## src/rtl/riscv_ctrl_pkg.sv

```systemverilog
`default_nettype none
// ============================================================================
// Module      : riscv_ctrl_pkg
// Description : Opcode constants, control-field encodings and the packed
//               control bundle shared by the RV32I decode stage.
// Revision    : 1.0 - initial release
// ============================================================================
package riscv_ctrl_pkg;

    // RV32I base opcodes (instruction[6:0])
    localparam logic [6:0] c_OP_LOAD   = 7'b0000011;
    localparam logic [6:0] c_OP_STORE  = 7'b0100011;
    localparam logic [6:0] c_OP_RTYPE  = 7'b0110011;
    localparam logic [6:0] c_OP_IALU   = 7'b0010011;
    localparam logic [6:0] c_OP_BRANCH = 7'b1100011;
    localparam logic [6:0] c_OP_JAL    = 7'b1101111;
    localparam logic [6:0] c_OP_JALR   = 7'b1100111;
    localparam logic [6:0] c_OP_LUI    = 7'b0110111;
    localparam logic [6:0] c_OP_AUIPC  = 7'b0010111;

    // Immediate format select
    typedef enum logic [2:0] {
        IMM_I = 3'b000,
        IMM_S = 3'b001,
        IMM_B = 3'b010,
        IMM_J = 3'b011,
        IMM_U = 3'b100
    } imm_src_e;

    // Writeback source select
    typedef enum logic [1:0] {
        RES_ALU = 2'b00,
        RES_MEM = 2'b01,
        RES_PC4 = 2'b10
    } result_src_e;

    // ALU operation class
    typedef enum logic [1:0] {
        ALU_ADD    = 2'b00,
        ALU_SUB    = 2'b01,
        ALU_FUNCT  = 2'b10,
        ALU_PASS_B = 2'b11
    } alu_op_e;

    // Full control bundle handed across the ID/EX boundary
    typedef struct packed {
        logic        reg_write;
        logic        alu_src;
        logic        alu_a_pc;
        logic        mem_write;
        logic        branch;
        logic        jump;
        logic        illegal;
        imm_src_e    imm_src;
        result_src_e result_src;
        alu_op_e     alu_op;
    } ctrl_bundle_t;

    // All-zero bundle: the base every decode starts from
    localparam ctrl_bundle_t c_CTRL_NOP = '0;

endpackage : riscv_ctrl_pkg
`default_nettype wire

```

## src/rtl/ctrl_decode_comb.sv

```systemverilog
`default_nettype none
// ============================================================================
// Module      : ctrl_decode_comb
// Description : Purely combinational RV32I opcode -> control bundle decoder.
//               Jump and upper-immediate groups can be compiled out, in which
//               case those opcodes decode as illegal.
// Revision    : 1.0 - initial release
// ============================================================================
module ctrl_decode_comb
    import riscv_ctrl_pkg::*;
#(
    parameter bit EN_JUMP  = 1'b1,
    parameter bit EN_UPPER = 1'b1
) (
    input  logic [6:0]   i_op,
    output ctrl_bundle_t o_ctrl
);

    // Opcode decode; anything unrecognised or disabled is flagged illegal
    // with every control bit left at zero.
    always_comb begin
        o_ctrl = c_CTRL_NOP;
        case (i_op)
            c_OP_LOAD: begin
                o_ctrl.reg_write  = 1'b1;
                o_ctrl.alu_src    = 1'b1;
                o_ctrl.imm_src    = IMM_I;
                o_ctrl.result_src = RES_MEM;
                o_ctrl.alu_op     = ALU_ADD;
            end
            c_OP_STORE: begin
                o_ctrl.alu_src    = 1'b1;
                o_ctrl.mem_write  = 1'b1;
                o_ctrl.imm_src    = IMM_S;
            end
            c_OP_RTYPE: begin
                o_ctrl.reg_write  = 1'b1;
                o_ctrl.alu_op     = ALU_FUNCT;
            end
            c_OP_IALU: begin
                o_ctrl.reg_write  = 1'b1;
                o_ctrl.alu_src    = 1'b1;
                o_ctrl.alu_op     = ALU_FUNCT;
            end
            c_OP_BRANCH: begin
                o_ctrl.branch     = 1'b1;
                o_ctrl.imm_src    = IMM_B;
                o_ctrl.alu_op     = ALU_SUB;
            end
            c_OP_JAL: begin
                if (EN_JUMP) begin
                    o_ctrl.reg_write  = 1'b1;
                    o_ctrl.jump       = 1'b1;
                    o_ctrl.imm_src    = IMM_J;
                    o_ctrl.result_src = RES_PC4;
                end else begin
                    o_ctrl.illegal    = 1'b1;
                end
            end
            c_OP_JALR: begin
                if (EN_JUMP) begin
                    o_ctrl.reg_write  = 1'b1;
                    o_ctrl.jump       = 1'b1;
                    o_ctrl.alu_src    = 1'b1;
                    o_ctrl.imm_src    = IMM_I;
                    o_ctrl.result_src = RES_PC4;
                    o_ctrl.alu_op     = ALU_ADD;
                end else begin
                    o_ctrl.illegal    = 1'b1;
                end
            end
            c_OP_LUI: begin
                if (EN_UPPER) begin
                    o_ctrl.reg_write  = 1'b1;
                    o_ctrl.alu_src    = 1'b1;
                    o_ctrl.imm_src    = IMM_U;
                    o_ctrl.alu_op     = ALU_PASS_B;
                end else begin
                    o_ctrl.illegal    = 1'b1;
                end
            end
            c_OP_AUIPC: begin
                if (EN_UPPER) begin
                    o_ctrl.reg_write  = 1'b1;
                    o_ctrl.alu_src    = 1'b1;
                    o_ctrl.alu_a_pc   = 1'b1;
                    o_ctrl.imm_src    = IMM_U;
                    o_ctrl.alu_op     = ALU_ADD;
                end else begin
                    o_ctrl.illegal    = 1'b1;
                end
            end
            default: begin
                o_ctrl.illegal = 1'b1;
            end
        endcase
    end

endmodule : ctrl_decode_comb
`default_nettype wire

```

## src/rtl/ctrl_decode_stage.sv

```systemverilog
`default_nettype none
// ============================================================================
// Module      : ctrl_decode_stage
// Description : Registered RV32I control-decode stage. Decodes the opcode
//               ahead of a 2-entry skid buffer so that ready toward fetch
//               depends only on registered state. Counts accepted illegal
//               opcodes with a saturating counter.
// Revision    : 1.0 - initial release
// ============================================================================
module ctrl_decode_stage
    import riscv_ctrl_pkg::*;
#(
    parameter bit EN_JUMP  = 1'b1,
    parameter bit EN_UPPER = 1'b1,
    parameter int TAG_W    = 32,
    parameter int CNT_W    = 8
) (
    input  logic             clk,
    input  logic             rst,
    input  logic             flush,
    input  logic             in_valid,
    output logic             in_ready,
    input  logic [6:0]       in_op,
    input  logic [TAG_W-1:0] in_tag,
    output logic             out_valid,
    input  logic             out_ready,
    output logic             out_reg_write,
    output logic             out_alu_src,
    output logic             out_alu_a_pc,
    output logic             out_mem_write,
    output logic             out_branch,
    output logic             out_jump,
    output logic             out_illegal,
    output logic [2:0]       out_imm_src,
    output logic [1:0]       out_result_src,
    output logic [1:0]       out_alu_op,
    output logic [TAG_W-1:0] out_tag,
    output logic [CNT_W-1:0] illegal_count
);

    // Skid-buffer occupancy states
    localparam logic [1:0] S_EMPTY = 2'd0;
    localparam logic [1:0] S_ONE   = 2'd1;
    localparam logic [1:0] S_TWO   = 2'd2;

    localparam logic [CNT_W-1:0] c_CNT_MAX = '1;

    logic [1:0]       r_state;
    logic [1:0]       w_state_nxt;
    logic             w_acc;
    logic             w_pop;
    ctrl_bundle_t     w_dec;
    ctrl_bundle_t     r_main;
    ctrl_bundle_t     r_skid;
    logic [TAG_W-1:0] r_main_tag;
    logic [TAG_W-1:0] r_skid_tag;
    logic [CNT_W-1:0] r_illegal_cnt;

    ctrl_decode_comb #(
        .EN_JUMP  (EN_JUMP),
        .EN_UPPER (EN_UPPER)
    ) u_decode (
        .i_op   (in_op),
        .o_ctrl (w_dec)
    );

    assign w_acc = in_valid & in_ready;
    assign w_pop = out_valid & out_ready;

    // State register
    always_ff @(posedge clk or posedge rst) begin
        if (rst) begin
            r_state <= S_EMPTY;
        end else begin
            r_state <= w_state_nxt;
        end
    end

    // Next-state logic; flush overrides every handshake
    always_comb begin
        w_state_nxt = r_state;
        if (flush) begin
            w_state_nxt = S_EMPTY;
        end else begin
            case (r_state)
                S_EMPTY: if (w_acc) w_state_nxt = S_ONE;
                S_ONE: begin
                    if (w_acc && !w_pop) begin
                        w_state_nxt = S_TWO;
                    end else if (!w_acc && w_pop) begin
                        w_state_nxt = S_EMPTY;
                    end
                end
                S_TWO: if (w_pop) w_state_nxt = S_ONE;
                default: w_state_nxt = S_EMPTY;
            endcase
        end
    end

    // Handshake outputs decoded from the registered state only
    always_comb begin
        in_ready  = (r_state != S_TWO);
        out_valid = (r_state != S_EMPTY);
    end

    // Main/skid data registers: main always holds the oldest entry
    always_ff @(posedge clk or posedge rst) begin
        if (rst) begin
            r_main     <= c_CTRL_NOP;
            r_skid     <= c_CTRL_NOP;
            r_main_tag <= '0;
            r_skid_tag <= '0;
        end else if (!flush) begin
            case (r_state)
                S_EMPTY: begin
                    if (w_acc) begin
                        r_main     <= w_dec;
                        r_main_tag <= in_tag;
                    end
                end
                S_ONE: begin
                    if (w_acc && w_pop) begin
                        r_main     <= w_dec;
                        r_main_tag <= in_tag;
                    end else if (w_acc) begin
                        r_skid     <= w_dec;
                        r_skid_tag <= in_tag;
                    end
                end
                S_TWO: begin
                    if (w_pop) begin
                        r_main     <= r_skid;
                        r_main_tag <= r_skid_tag;
                    end
                end
                default: ;
            endcase
        end
    end

    // Saturating count of accepted illegal opcodes; flushed inputs ignored
    always_ff @(posedge clk or posedge rst) begin
        if (rst) begin
            r_illegal_cnt <= '0;
        end else if (w_acc && !flush && w_dec.illegal && (r_illegal_cnt != c_CNT_MAX)) begin
            r_illegal_cnt <= r_illegal_cnt + 1'b1;
        end
    end

    assign out_reg_write  = r_main.reg_write;
    assign out_alu_src    = r_main.alu_src;
    assign out_alu_a_pc   = r_main.alu_a_pc;
    assign out_mem_write  = r_main.mem_write;
    assign out_branch     = r_main.branch;
    assign out_jump       = r_main.jump;
    assign out_illegal    = r_main.illegal;
    assign out_imm_src    = r_main.imm_src;
    assign out_result_src = r_main.result_src;
    assign out_alu_op     = r_main.alu_op;
    assign out_tag        = r_main_tag;
    assign illegal_count  = r_illegal_cnt;

endmodule : ctrl_decode_stage
`default_nettype wire

```

## config.mk

```make
export PLATFORM = sky130hd
export DESIGN_NAME = ctrl_decode_stage
export DESIGN_NICKNAME = d
export VERILOG_FILES = /design/src/rtl/riscv_ctrl_pkg.sv /design/src/rtl/ctrl_decode_comb.sv /design/src/rtl/ctrl_decode_stage.sv
export SDC_FILE = /design/constraint.sdc
export NUM_CORES = 1
export LEC_CHECK = 0
export CAP_MARGIN = 30
export CORE_MARGIN = 1
export CORE_UTILIZATION = 51
export CTS_CLUSTER_DIAMETER = 30
export DETAILED_ROUTE_END_ITERATION = 7
export PLACE_DENSITY_LB_ADDON = 0.2
export RECOVER_POWER = 50
export SETUP_SLACK_MARGIN = 0.02
export SLEW_MARGIN = 5
export SYNTH_ARGS = -nofsm -noshare
export SYNTH_HDL_FRONTEND = slang
export SYNTH_SLANG_ARGS = --single-unit
```

## constraint.sdc

```tcl
create_clock -name clk -period 3.7 [get_ports clk]
set_input_delay 0.74 -clock clk [delete_from_list [all_inputs] [get_ports clk]]
set_output_delay 0.74 -clock clk [all_outputs]
set_load 0.005 [all_outputs]
```

==> impl_metrics.yaml <==
placement:
  portBuffers: 99
  dp_hpwl_um: 6940
  postPlaceCellArea_um2: 5860
  place.gp.congestion: 0.847
  place_inst: 688
cells_and_area:
  layout_common_cells: "nand2_1, dfrtp_1, clkdlybuf4s50_1, mux2_2, dlygate4sd3_1"
  design_area_um2: 6070
  antennaDiodeCount: 0
  final_nets: 637
  layout_commonest_cell: "nand2_1"
  drive_gt1_share_pct: 13.8
  post-route-util_pct: 68.3
  instances_no_fill: 704
  syn_to_final_growth_pct: 27.3
detailed_routing:
  ant_nets: 0
  vias_per_cell: 5.42
  drt_iter0_markers: 168
  wl_per_cell_um: 14.8
  first_pass_iters: 5
  drc: 0
  totalWireLength_um: 10400
  vias: 3813
flow_run:
  max_cap_violations: 1
clock_tree:
  post-cts-setup-buffers: 0
  cts_sinks: 102
  cts_max_path_buffers: 2
  ctsHoldBuffers: 0
  postCtsResizedCells: 0
  clkTransAtPathRegs_ns: 0.09
  cts_root_buf: "clkbuf_8"
  clk_latency_ns: 0.35
  cts_buffers: 9
  cts-htree-levels: 3
  cts_tree: "yes"
synth:
  syn_avg_cell_area_um2: 9.48
  synth-edff-count: 0
  synthFlopType: "dfrtp_1"
  async_flop_share_pct: 100
  synth_fp_nets: 548
  yosys_warnings: 0
  ys_types: 49
  synth_area_um2: 4770
  synth_top_area_share_pct: 53.5
  yosysTopAreaCell: "dfrtp_1"
  yosysSeqAreaShare_pct: 53.5
  syn_inst: 503
  synthTopCellsByArea: "dfrtp_1, nand2_1, mux2_2"
  ys_seq_elements: 102
worst_setup_path:
  end_kind: "output pin"
  cp_slowest_cell: "nor2b_4"
  worstSetupStartpointType: "flop"
  arrival_ns: 2.13
  crit_fanout: 33
  critical_path_class: "flop to output pin"
  critPathMaxStageDelay_ns: 0.72
  cp.required_ns: 2.96
  cp_cell_sequence: "nor2b_4 -> inv_1 -> clkdlybuf4s50_1"
pwr:
  power_density_nw_per_um2: 460
  ir_drop_mv: 0.254
  finalPower_uw: 2790
  p_leak_uw: 0.00286
status:
  status: "finished with violations"
  violations: "capacitance limit, slew limit"
timing:
  period_minus_slack_ns: 2.87
  setup_tns_ns: 0
  relSlewSlack_pct: -14.7
  setup_violations: 0
  worstMarginPinSlew_ns: 1.71
  skew_ns: 0.0116
  fin_crit_sh_pct: 77.5
  final_max_slew_viol_count: 38
  rsz0062_at_grt: "false"
  fmax_mhz: 349
  hold_viol_final: 0
floorplanning:
  start_util_pct: 53.7
  io_pins: 100
  rows: 34
  coreArea_um2: 8890
  die_area_um2: 9750
  die_y_um: 98.7
  die_x_um: 98.7
grt:
  grt-ovfl-total: 0
  grt_max_degree: 66
  grt_pass1_wl_um: 17600
  antenna_found_initial: 0
  grt_pass1_vias: 3710
  grt_usage_pct: 23.0
hold_path:
  hold_class: "flop to flop"
-- kinds of logic after synthesis --
| group | after synthesis | share of synthesized area (%) |
|---|---|---|
| flops | 102 | 53.5 |
| simple gates | 273 | 24.9 |
| fa+ha+maj | 1 | 0.262 |
| buf+inv | 33 | 2.94 |
| mux | 50 | 11.8 |
| xor+xnor | 4 | 0.734 |
| compound gates | 40 | 5.87 |
-- through the flow --
step	hold slack [ns]	worst slack, ns
after floorplan	0.439	0.285
after CTS	0.484	0.807
after global routing	0.508	0.700
after global placement	0.451	0.814
final	0.482	0.831
after detailed placement	0.462	0.723
-- power breakdown --
group / switching, µW / internal [µW]
Combinational: 253 / 373
Sequential: 139 / 1320
Clock: 377 / 329
-- worst max-delay path: cells and delay by family (launching register included) --
family / cells / cell delay (ns)
and+or+nand+nor: 1 / 0.72
DFF: 1 / 0.45
buffers and inverters: 2 / 0.61
-- synth_stat cells (all sizes together), types with 2 or more instances --
cell	count
nand2	225
a31oi	3
mux2	50
nor2b	6
o21ai	13
a21oi	6
xor2	4
nand2b	4
nor3	5
dfrtp	102
buf	13
and3b	2
o41ai	4
o31ai	4
nor4	5
inv	5
nor2	5
nand3b	5
nand3	5
clkbuf	15
and4	2
-- metal layers --
| layer | vias to the layer above | GRT usage (%) | share of wire (%) |
|---|---|---|---|
| met2 | 101 | 38.5 | 50 |
| met5 | - | 0 | 0 |
| met1 | 1863 | 30.3 | 44 |
| met3 | 13 | 4.26 | 4.5 |
| met4 | 0 | 7.58 | 1.2 |
| li1 | 1836 | - | - |
-- path summary, 6_finish.rpt --
| kind | from | endpoint | slack, ns | cells after the start |
|---|---|---|---|---|
| worst min-delay path | r_skid_tag[24]$_DFFE_PP0P_ | r_skid_tag[24]$_DFFE_PP0P_ | 0.48 | 2 |
| max in group asynchronous | rst | out_illegal$_DFFE_PP0P_ | 1.47 | 3 |
| worst max register to register | r_state[1]$_DFFE_PP0P_ | out_imm_src[1]$_DFFE_PP0P_ | 1.42 | 5 |
| worst min register to register | r_skid_tag[24]$_DFFE_PP0P_ | r_skid_tag[24]$_DFFE_PP0P_ | 0.48 | 2 |
| worst max-delay path | r_state[1]$_DFFE_PP0P_ | in_ready | 0.83 | 3 |
| min in group asynchronous | rst | out_tag[14]$_DFFE_PP0P_ | 1.25 | 2 |
-- state kept, by name, summed over array words and instances, names as in the netlist, 2 cells and up --
signal / count
out_result_src: 2
illegal_count: 8
r_skid: 14
out_alu_op: 2
r_state: 2
r_skid_tag: 32
out_imm_src: 3
out_tag: 32
-- layout make-up --
type                            instances  area [µm²]
Tap cell                              108         135
Sequential cell                       102        2550
Multi-Input combinational cell        368        2100
Clock buffer                           10         138
Timing Repair Buffer                  106        1070
Clock inverter                          5        58.8
Fill cell                             692        2820
Inverter                                5        20.0
Note: power is estimated with default switching activity, not from simulation.
